[config.mk]
export PLATFORM = sky130hd
export DESIGN_NAME = mult_share_arb
export DESIGN_NICKNAME = d
export VERILOG_FILES = /design/src/rtl/mult_pkg.sv /design/src/rtl/multiplier.sv /design/src/rtl/rr_arbiter.sv /design/src/rtl/mult_share_arb.sv
export SDC_FILE = /design/constraint.sdc
export NUM_CORES = 1
export LEC_CHECK = 0
export CAP_MARGIN = 20
export CORE_MARGIN = 2
export CORE_UTILIZATION = 50
export DETAILED_ROUTE_END_ITERATION = 8
export GPL_TIMING_DRIVEN = 0
export HOLD_SLACK_MARGIN = 0.06
export PLACE_DENSITY = 0.79
export SYNTH_ARGS = -nofsm -noshare
export SYNTH_HDL_FRONTEND = slang
export SYNTH_SLANG_ARGS = --single-unit
[constraint.sdc]
create_clock -name clk -period 8.6 [get_ports clk]
set_clock_uncertainty 0.1 [all_clocks]
set_input_delay 1.72 -clock clk [delete_from_list [all_inputs] [get_ports clk]]
set_output_delay 1.72 -clock clk [all_outputs]
set_load 0.005 [all_outputs]
[src/rtl/mult_pkg.sv]
// Shared types and default sizing for the multiplier-sharing arbiter.
package mult_pkg;

    localparam int DEF_SIZE = 8;
    localparam int DEF_NREQ = 4;

    typedef enum logic [1:0] {
        IDLE = 2'd0,
        EXEC = 2'd1,
        RESP = 2'd2
    } mult_state_t;

endpackage

[src/rtl/multiplier.sv]
// Unsigned combinational multiplier, SIZE x SIZE -> 2*SIZE.
module multiplier #(
    parameter int SIZE = 8
) (
    input  logic [SIZE-1:0]   a,
    input  logic [SIZE-1:0]   b,
    output logic [2*SIZE-1:0] p
);

    // Zero-extend both operands so the product is computed at full width.
    assign p = {{SIZE{1'b0}}, a} * {{SIZE{1'b0}}, b};

endmodule

[src/rtl/rr_arbiter.sv]
// Combinational round-robin arbiter: search starts at ptr+1 and wraps mod NREQ.
module rr_arbiter #(
    parameter int NREQ = 4,
    localparam int IDW = $clog2(NREQ)
) (
    input  logic [NREQ-1:0] req,
    input  logic [IDW-1:0]  ptr,
    output logic [NREQ-1:0] grant,
    output logic [IDW-1:0]  grant_id
);

    logic           found;
    int             idx;
    logic [IDW-1:0] idx_v;

    // First set request after the last winner takes the grant.
    always_comb begin
        grant    = '0;
        grant_id = '0;
        found    = 1'b0;
        idx      = 0;
        idx_v    = '0;
        for (int k = 1; k <= NREQ; k++) begin
            idx   = (int'(ptr) + k) % NREQ;
            idx_v = IDW'(idx);
            if (!found && req[idx_v]) begin
                found        = 1'b1;
                grant[idx_v] = 1'b1;
                grant_id     = idx_v;
            end
        end
    end

endmodule

[src/rtl/mult_share_arb.sv]
// Shares a single multiplier among NREQ requesters; one operation in flight.
//
// state | meaning
// IDLE  | arbitrate, accept one operand pair
// EXEC  | captured operands drive the multiplier
// RESP  | product held on the response channel until taken
module mult_share_arb
    import mult_pkg::*;
#(
    parameter int SIZE = DEF_SIZE,
    parameter int NREQ = DEF_NREQ,
    localparam int IDW = $clog2(NREQ)
) (
    input  logic                 clk,
    input  logic                 rst_n,
    input  logic [NREQ-1:0]      req_valid,
    input  logic [NREQ*SIZE-1:0] req_a,
    input  logic [NREQ*SIZE-1:0] req_b,
    output logic [NREQ-1:0]      req_ready,
    output logic                 rsp_valid,
    input  logic                 rsp_ready,
    output logic [2*SIZE-1:0]    rsp_data,
    output logic [IDW-1:0]       rsp_id,
    output logic                 busy
);

    mult_state_t        state;
    logic [IDW-1:0]     ptr;
    logic [IDW-1:0]     id_q;
    logic [SIZE-1:0]    op_a;
    logic [SIZE-1:0]    op_b;

    logic [NREQ-1:0]    grant;
    logic [IDW-1:0]     grant_id;
    logic [SIZE-1:0]    sel_a;
    logic [SIZE-1:0]    sel_b;
    logic [2*SIZE-1:0]  product;
    logic               accept;

    rr_arbiter #(
        .NREQ (NREQ)
    ) u_arb (
        .req      (req_valid),
        .ptr      (ptr),
        .grant    (grant),
        .grant_id (grant_id)
    );

    multiplier #(
        .SIZE (SIZE)
    ) u_mult (
        .a (op_a),
        .b (op_b),
        .p (product)
    );

    // Grants are only offered in IDLE and never while reset is asserted.
    assign req_ready = (rst_n && state == IDLE) ? grant : '0;
    assign accept    = |(req_valid & req_ready);

    // Operand mux for the winning requester.
    always_comb begin
        sel_a = '0;
        sel_b = '0;
        for (int i = 0; i < NREQ; i++) begin
            if (grant_id == IDW'(i)) begin
                sel_a = req_a[i*SIZE +: SIZE];
                sel_b = req_b[i*SIZE +: SIZE];
            end
        end
    end

    // Sequencer: capture operands, register the product, hold until taken.
    always_ff @(posedge clk) begin
        if (!rst_n) begin
            state     <= IDLE;
            ptr       <= IDW'(NREQ - 1);
            id_q      <= '0;
            op_a      <= '0;
            op_b      <= '0;
            rsp_valid <= 1'b0;
            rsp_data  <= '0;
            rsp_id    <= '0;
            busy      <= 1'b0;
        end else begin
            case (state)
                IDLE: begin
                    if (accept) begin
                        op_a  <= sel_a;
                        op_b  <= sel_b;
                        id_q  <= grant_id;
                        ptr   <= grant_id;
                        busy  <= 1'b1;
                        state <= EXEC;
                    end
                end
                EXEC: begin
                    rsp_data  <= product;
                    rsp_id    <= id_q;
                    rsp_valid <= 1'b1;
                    state     <= RESP;
                end
                RESP: begin
                    if (rsp_ready) begin
                        rsp_valid <= 1'b0;
                        busy      <= 1'b0;
                        state     <= IDLE;
                    end
                end
                default: begin
                    rsp_valid <= 1'b0;
                    busy      <= 1'b0;
                    state     <= IDLE;
                end
            endcase
        end
    end

endmodule

After elaboration in Yosys (flattened, before gate mapping)

Cells that the tools add are included.

Flip-flop bits (word level): 42
Word-level logic and storage cells: 96

$add $sub $neg: 4
Multiply operators: 1
$lt $le $gt $ge: 8
Equality and inequality tests: 7
Multiplexer cells: 43
Bitwise operators: 6
Reduce and logical (&&, ||, !) cells: 18

Operator list:

| kind                                                       | count |
|---|---|
| two-way mux 8 bit                                          | 8 |
| two-way mux 4 bit                                          | 5 |
| multiplier 8 x 8 -> 16 bit                                 | 1 |
| two-way mux 1 bit                                          | 13 |
| less-than comparator 2 x 3 -> 1 bit, second input constant | 4 |
| two-way mux 2 bit                                          | 6 |
| OR 4 bit                                                   | 3 |
| binary-select mux 1 bit (select 2 bit)                     | 4 |
| demux 1 bit (select 2 bit)                                 | 4 |
| >= comparator 2 x 1 -> 1 bit, second input constant        | 4 |
| logical AND 1 bit                                          | 8 |
| equality test 2 bit, second input constant                 | 3 |
| one-hot mux 1 bit (3 select lines)                         | 2 |
| one-hot mux 2 bit (3 select lines)                         | 1 |
| AND reduction 2 bit                                        | 3 |
| adder 2 x 1 -> 2 bit, second input constant                | 2 |
| adder 2 bit, second input constant                         | 2 |
| AND 4 bit                                                  | 1 |
| equality test 2 x 1 -> 1 bit, second input constant        | 2 |
| zero test 2 bit                                            | 2 |
| != test 2 bit, second input constant                       | 2 |
| OR reduction 4 bit                                         | 1 |
| zero test 1 bit                                            | 3 |
| AND reduction 3 bit                                        | 1 |
| inverter 1 bit                                             | 2 |

Logic depth before layout (Yosys ltp)

Depth in word-level cells: 18
Depth in mapped cells: 16
Depth with buffers taken out: 16

Hierarchy

From an unflattened synthesis, not the netlist that was laid out.

Cells, all modules: 521
Area total of the unflattened synthesis: 4712.0 um^2

By module, submodules not included:

| module         | instances | cells each | area each (um^2) |
|---|---|---|---|
| mult_share_arb | 1         | 219        | 2112.0 |
| multiplier     | 1         | 243        | 2109.5 |
| rr_arbiter     | 1         | 59         | 490.5 |

Worst setup path after synthesis

No wires, ideal clock.

Kind: input to output
Start: input port req_valid[3]
End: output port req_ready[1]
Arrival time: 3112 ps
Path slack: 3668 ps
Stages on the path: 5
Buffers on the path: 1
Cells stage by stage: buf_2 -> or3b_1 -> a2111o_1 -> a21boi_0 -> o31a_1

Word-level cells in the longest chain between the ends: 13
Elaborated cells on any way between the ends: 25

RTL lines:

| item                                    | RTL line             | text |
|---|---|---|
| start, declared                         | mult_share_arb.sv:16 | `input logic [NREQ-1:0] req_valid,` |
| binary-select mux 1 bit (select 2 bit)  | rr_arbiter.sv:26     | `if (!found && req[idx_v]) begin` |
| two-way mux 1 bit (implied by the code) | rr_arbiter.sv:26     |  |
| two-way mux 1 bit                       | rr_arbiter.sv:26     |  |
| zero test 1 bit                         | rr_arbiter.sv:26     |  |
| logical AND 1 bit                       | rr_arbiter.sv:26     |  |
| two-way mux 1 bit                       | rr_arbiter.sv:26     |  |
| zero test 1 bit                         | rr_arbiter.sv:26     |  |
| logical AND 1 bit                       | rr_arbiter.sv:26     |  |
| two-way mux 1 bit                       | rr_arbiter.sv:26     |  |
| zero test 1 bit                         | rr_arbiter.sv:26     |  |
| logical AND 1 bit                       | rr_arbiter.sv:26     |  |
| two-way mux 4 bit (*)                   | rr_arbiter.sv:26     |  |
| two-way mux 4 bit (*)                   | mult_share_arb.sv:58 | `assign req_ready = (rst_n && state == IDLE) ? grant : '0;` |
| end, declared                           | mult_share_arb.sv:19 | `output logic [NREQ-1:0] req_ready,` |

Mark *: on every way between the ends. The rest lies on a longest branch, timed or not. The select of a mux whose other input is x is not followed.

Final worst setup path

Same ends and word-level chain as after synthesis.

==> summary.txt <==
Timing
  • Total negative slack: 0 ns
  • RSZ-0062 raised after global routing: false
  • Fin crit share: a little under three quarters
  • Setup Viol. Count Final: 0
  • Clock period minus worst slack: just over 6 ns
  • F_max: between 0.15 and 0.2 GHz
  • Worst-Margin Slew: 0.8448 ns
  • Slew HR: 43.24%
  • Hold Fails Final Rpt: 0
  • Final worst slack: between 2 and 2.5 ns
  • Minimum hold slack: around 0.36 ns
  • Slew Viols, Final: 0

Floorplanning
  • CORE AREA: approximately 8700 µm²
  • Die Wd: 98.93 µm
  • FP Rows: 34
  • Area of the die: between 9000 and 10000 µm²
  • I/O pin total: 95
  • Initial core utilization: about half
  • Die Y: 98.93 µm

Yosys
  • Mapped Cells: approximately 500
  • Synthesized flop and latch total: 42
  • Post-synth EDFFs: 0
  • Yosys cell types: between 50 and 60
  • Mean Syn Cell Area: approximately 9 µm²
  • Ys async rst share: 0%
  • Seq/Total Area, Yosys: 18.66%
  • Syn_nets: roughly 650
  • Most used DFF post-synth: dfxtp_1
  • Synth Cell Area: between 4000 and 5000 µm²
  • Ys Warns: 0

Drt
  • DRT Pass-1 Iters: 4
  • DRC Markers: 0
  • Antenna Nets Post-Route: 0
  • Drt total wl: around 11 mm
  • WL per Instance: 15.11 µm
  • Vias post-DR: a little under 4000
  • DRT iter0 DRCs: about 140
  • Via density: about 5.5

Placement
  • IO buf count: between 90 and 100
  • Hpwl dp: around 9 mm
  • Dpl cell area: between 5000 and 6000 µm²
  • Pre-CTS setup slack: between 2 and 2.5 ns
  • RD Place Congestion: 0.8909

Worst setup path
  • Cells along the critical path: clkdlybuf4s50_1 > buf_2 > or3b_1 > a2111o_1 > a21boi_0 > o31a_1 > clkdlybuf4s50_1
  • Delay-heaviest family, CP: buffers and inverters
  • CP Capture Point: req_ready[1]
  • Startpoint types: input port
  • Cells on worst reg2reg path: 14
  • Crit path kind: input port to output pin
  • Worst EP required: a little under 7 ns
  • CP Launch Point: req_valid[3]
  • Stages on the worst setup path: 7
  • CP max-delay cell: a2111o_1
  • Arrival time at the worst endpoint: 4.32 ns
  • Reg-to-reg startpoint: op_b[7]$_SDFFE_PN0P_
  • Worst R2R End: rsp_data[15]$_SDFFE_PN0P_
  • R2R Setup Slk: around 4.0 ns
  • Most frequent CP cell: clkdlybuf4s50_1
  • Buf/Inv on CP: 3
  • CP Max Fanout: 10
  • Crit end category: output pin
  • Worst path max stage delay: ~0.56 ns

Final layout
  • Nets: 750
  • Commonest non-fill, non-tap cells in the layout: clkdlybuf4s50_1 (91), nand2_1 (75), and2_1 (58)
  • Layout cell share with drive strength beyond 1: 6.656%
  • Fin area: 5662 µm²
  • Most common cell after layout, fill and taps aside: clkdlybuf4s50_1
  • Ant diodes: 0
  • Area grow syn2layout: 25.66%

CTS
  • CTS max path bufs: 2
  • CTS Buf Count: 5
  • CTS resizes: 0
  • Clock-pin slew on the worst setup and hold paths: around 0.080 ns
  • TritonCTS clock tree: done
  • Clk root buf: clkbuf_8
  • Hold Buf Count CTS: 0
  • Worst-Skew Late Latency: 0.30 ns
  • H-tree levels: 2
  • Postcts setup bufs: 0
  • Clock Sinks: 42

GRT
  • Grt ovf: 0
  • Total track usage: a little under a quarter
  • Vias in the first global route: 3940
  • Largest net degree at the start of global routing: 14
  • Global-route wire length before repair: 18.44 mm
  • Number of antenna violations at the first check in global routing: 0

Worst hold path
  • Worst Hold Class: flop to flop

Pwr
  • Total power: 1.211 mW
  • P_leak: roughly 2.5 nW
  • PD cells: about 210 nW/µm²
  • VDD IR max: 0.2055 mV

Flow run
  • Max-capacitance violation count: 0

Run status
  • Status: finished, final reports clean
==> final cells by class <==
cell class	count	area [µm²]
inverters	57	214.0
plain buffers	22	117.6
repair buffers	91	910.9
multi-input cells	381	3333
clock inverters	2	37.54
fillers	710	3059
well taps	108	135.1
flip-flops and latches	42	840.8
clock buffers	6	72.57
==> routing by layer <==
layer | vias to the layer above | track usage, % | wire (µm) | part of all wire, %
met3 | 10 | 3.759 | 544 | 5.1
met2 | 116 | 39.60 | 5141 | 48
li1 | 1904 | - | - | -
met4 | 0 | 6.006 | 121 | 1.1
met5 | - | 0 | 0 | 0
met1 | 1845 | 30.90 | 4905 | 46
==> per-stage QoR <==
step	util, %	instances
6_report	64.92	709
5_1_grt	64.92	709
4_1_cts	64.92	709
3_5_place_dp	63.66	701
3_3_place_gp	63.66	701
2_1_floorplan	-	502
==> report_power, final <==
part | leakage [nW] | switching, mW | internal (mW)
registers | 0.343 | 0.0878 | 0.246
logic | 2.13 | 0.365 | 0.354
clock network | 0.0514 | 0.0719 | 0.0867
==> synth_stat cells (6+ instances only) <==
library cell	number	area, µm²
o21ai_1	12	60.06
mux4_2	15	337.8
fa_1	36	720.7
and2_1	58	362.9
a21oi_1	19	95.09
inv_1	56	210.2
clkbuf_1	9	33.78
buf_2	6	30.03
o21ai_0	19	95.09
ha_1	43	538.0
nand2_1	75	281.5
dfxtp_1	42	840.8
nor2_1	13	48.80
nand3_1	8	40.04
nor3_1	13	65.06
==> sequential cells by signal, indices dropped and copies added (netlist names) <==
name / cells
op_a: 8
state: 2
rsp_id: 2
busy: 1
ptr: 2
rsp_data: 16
id_q: 2
op_b: 8
rsp_valid: 1
==> tightest hold or removal path, stage by stage (launching register included) <==
cell and delay [ns]:
dfxtp_1 0.32, nand2_1 0.05, a21oi_1 0.05
==> kinds of logic after synthesis <==
group / synth area share [%]
and+or+nand+nor: 21.11
AOI/OAI and AO/OA: 12.83
buffers and inverters: 7.359
adders and majority gates: 27.94
DFF: 18.66
muxes: 10.94
xor gates and xnor gates: 1.166
==> how the worst min path moves through the flow <==
stage	cells past startpoint	slack (ns)	startpoint	end
floorplan	2	0.33	id_q[0]$_SDFFE_PN0P_	rsp_id[0]$_SDFFE_PN0P_
global placement	2	0.34	rsp_data[7]$_SDFFE_PN0P_	rsp_data[7]$_SDFFE_PN0P_
detailed placement	2	0.35	rsp_data[8]$_SDFFE_PN0P_	rsp_data[8]$_SDFFE_PN0P_
CTS	2	0.36	rsp_data[8]$_SDFFE_PN0P_	rsp_data[8]$_SDFFE_PN0P_
global route	2	0.38	rsp_id[1]$_SDFFE_PN0P_	rsp_id[1]$_SDFFE_PN0P_
finish	2	0.36	id_q[0]$_SDFFE_PN0P_	rsp_id[0]$_SDFFE_PN0P_
No activity file was read; power rests on OpenSTA's default activity.
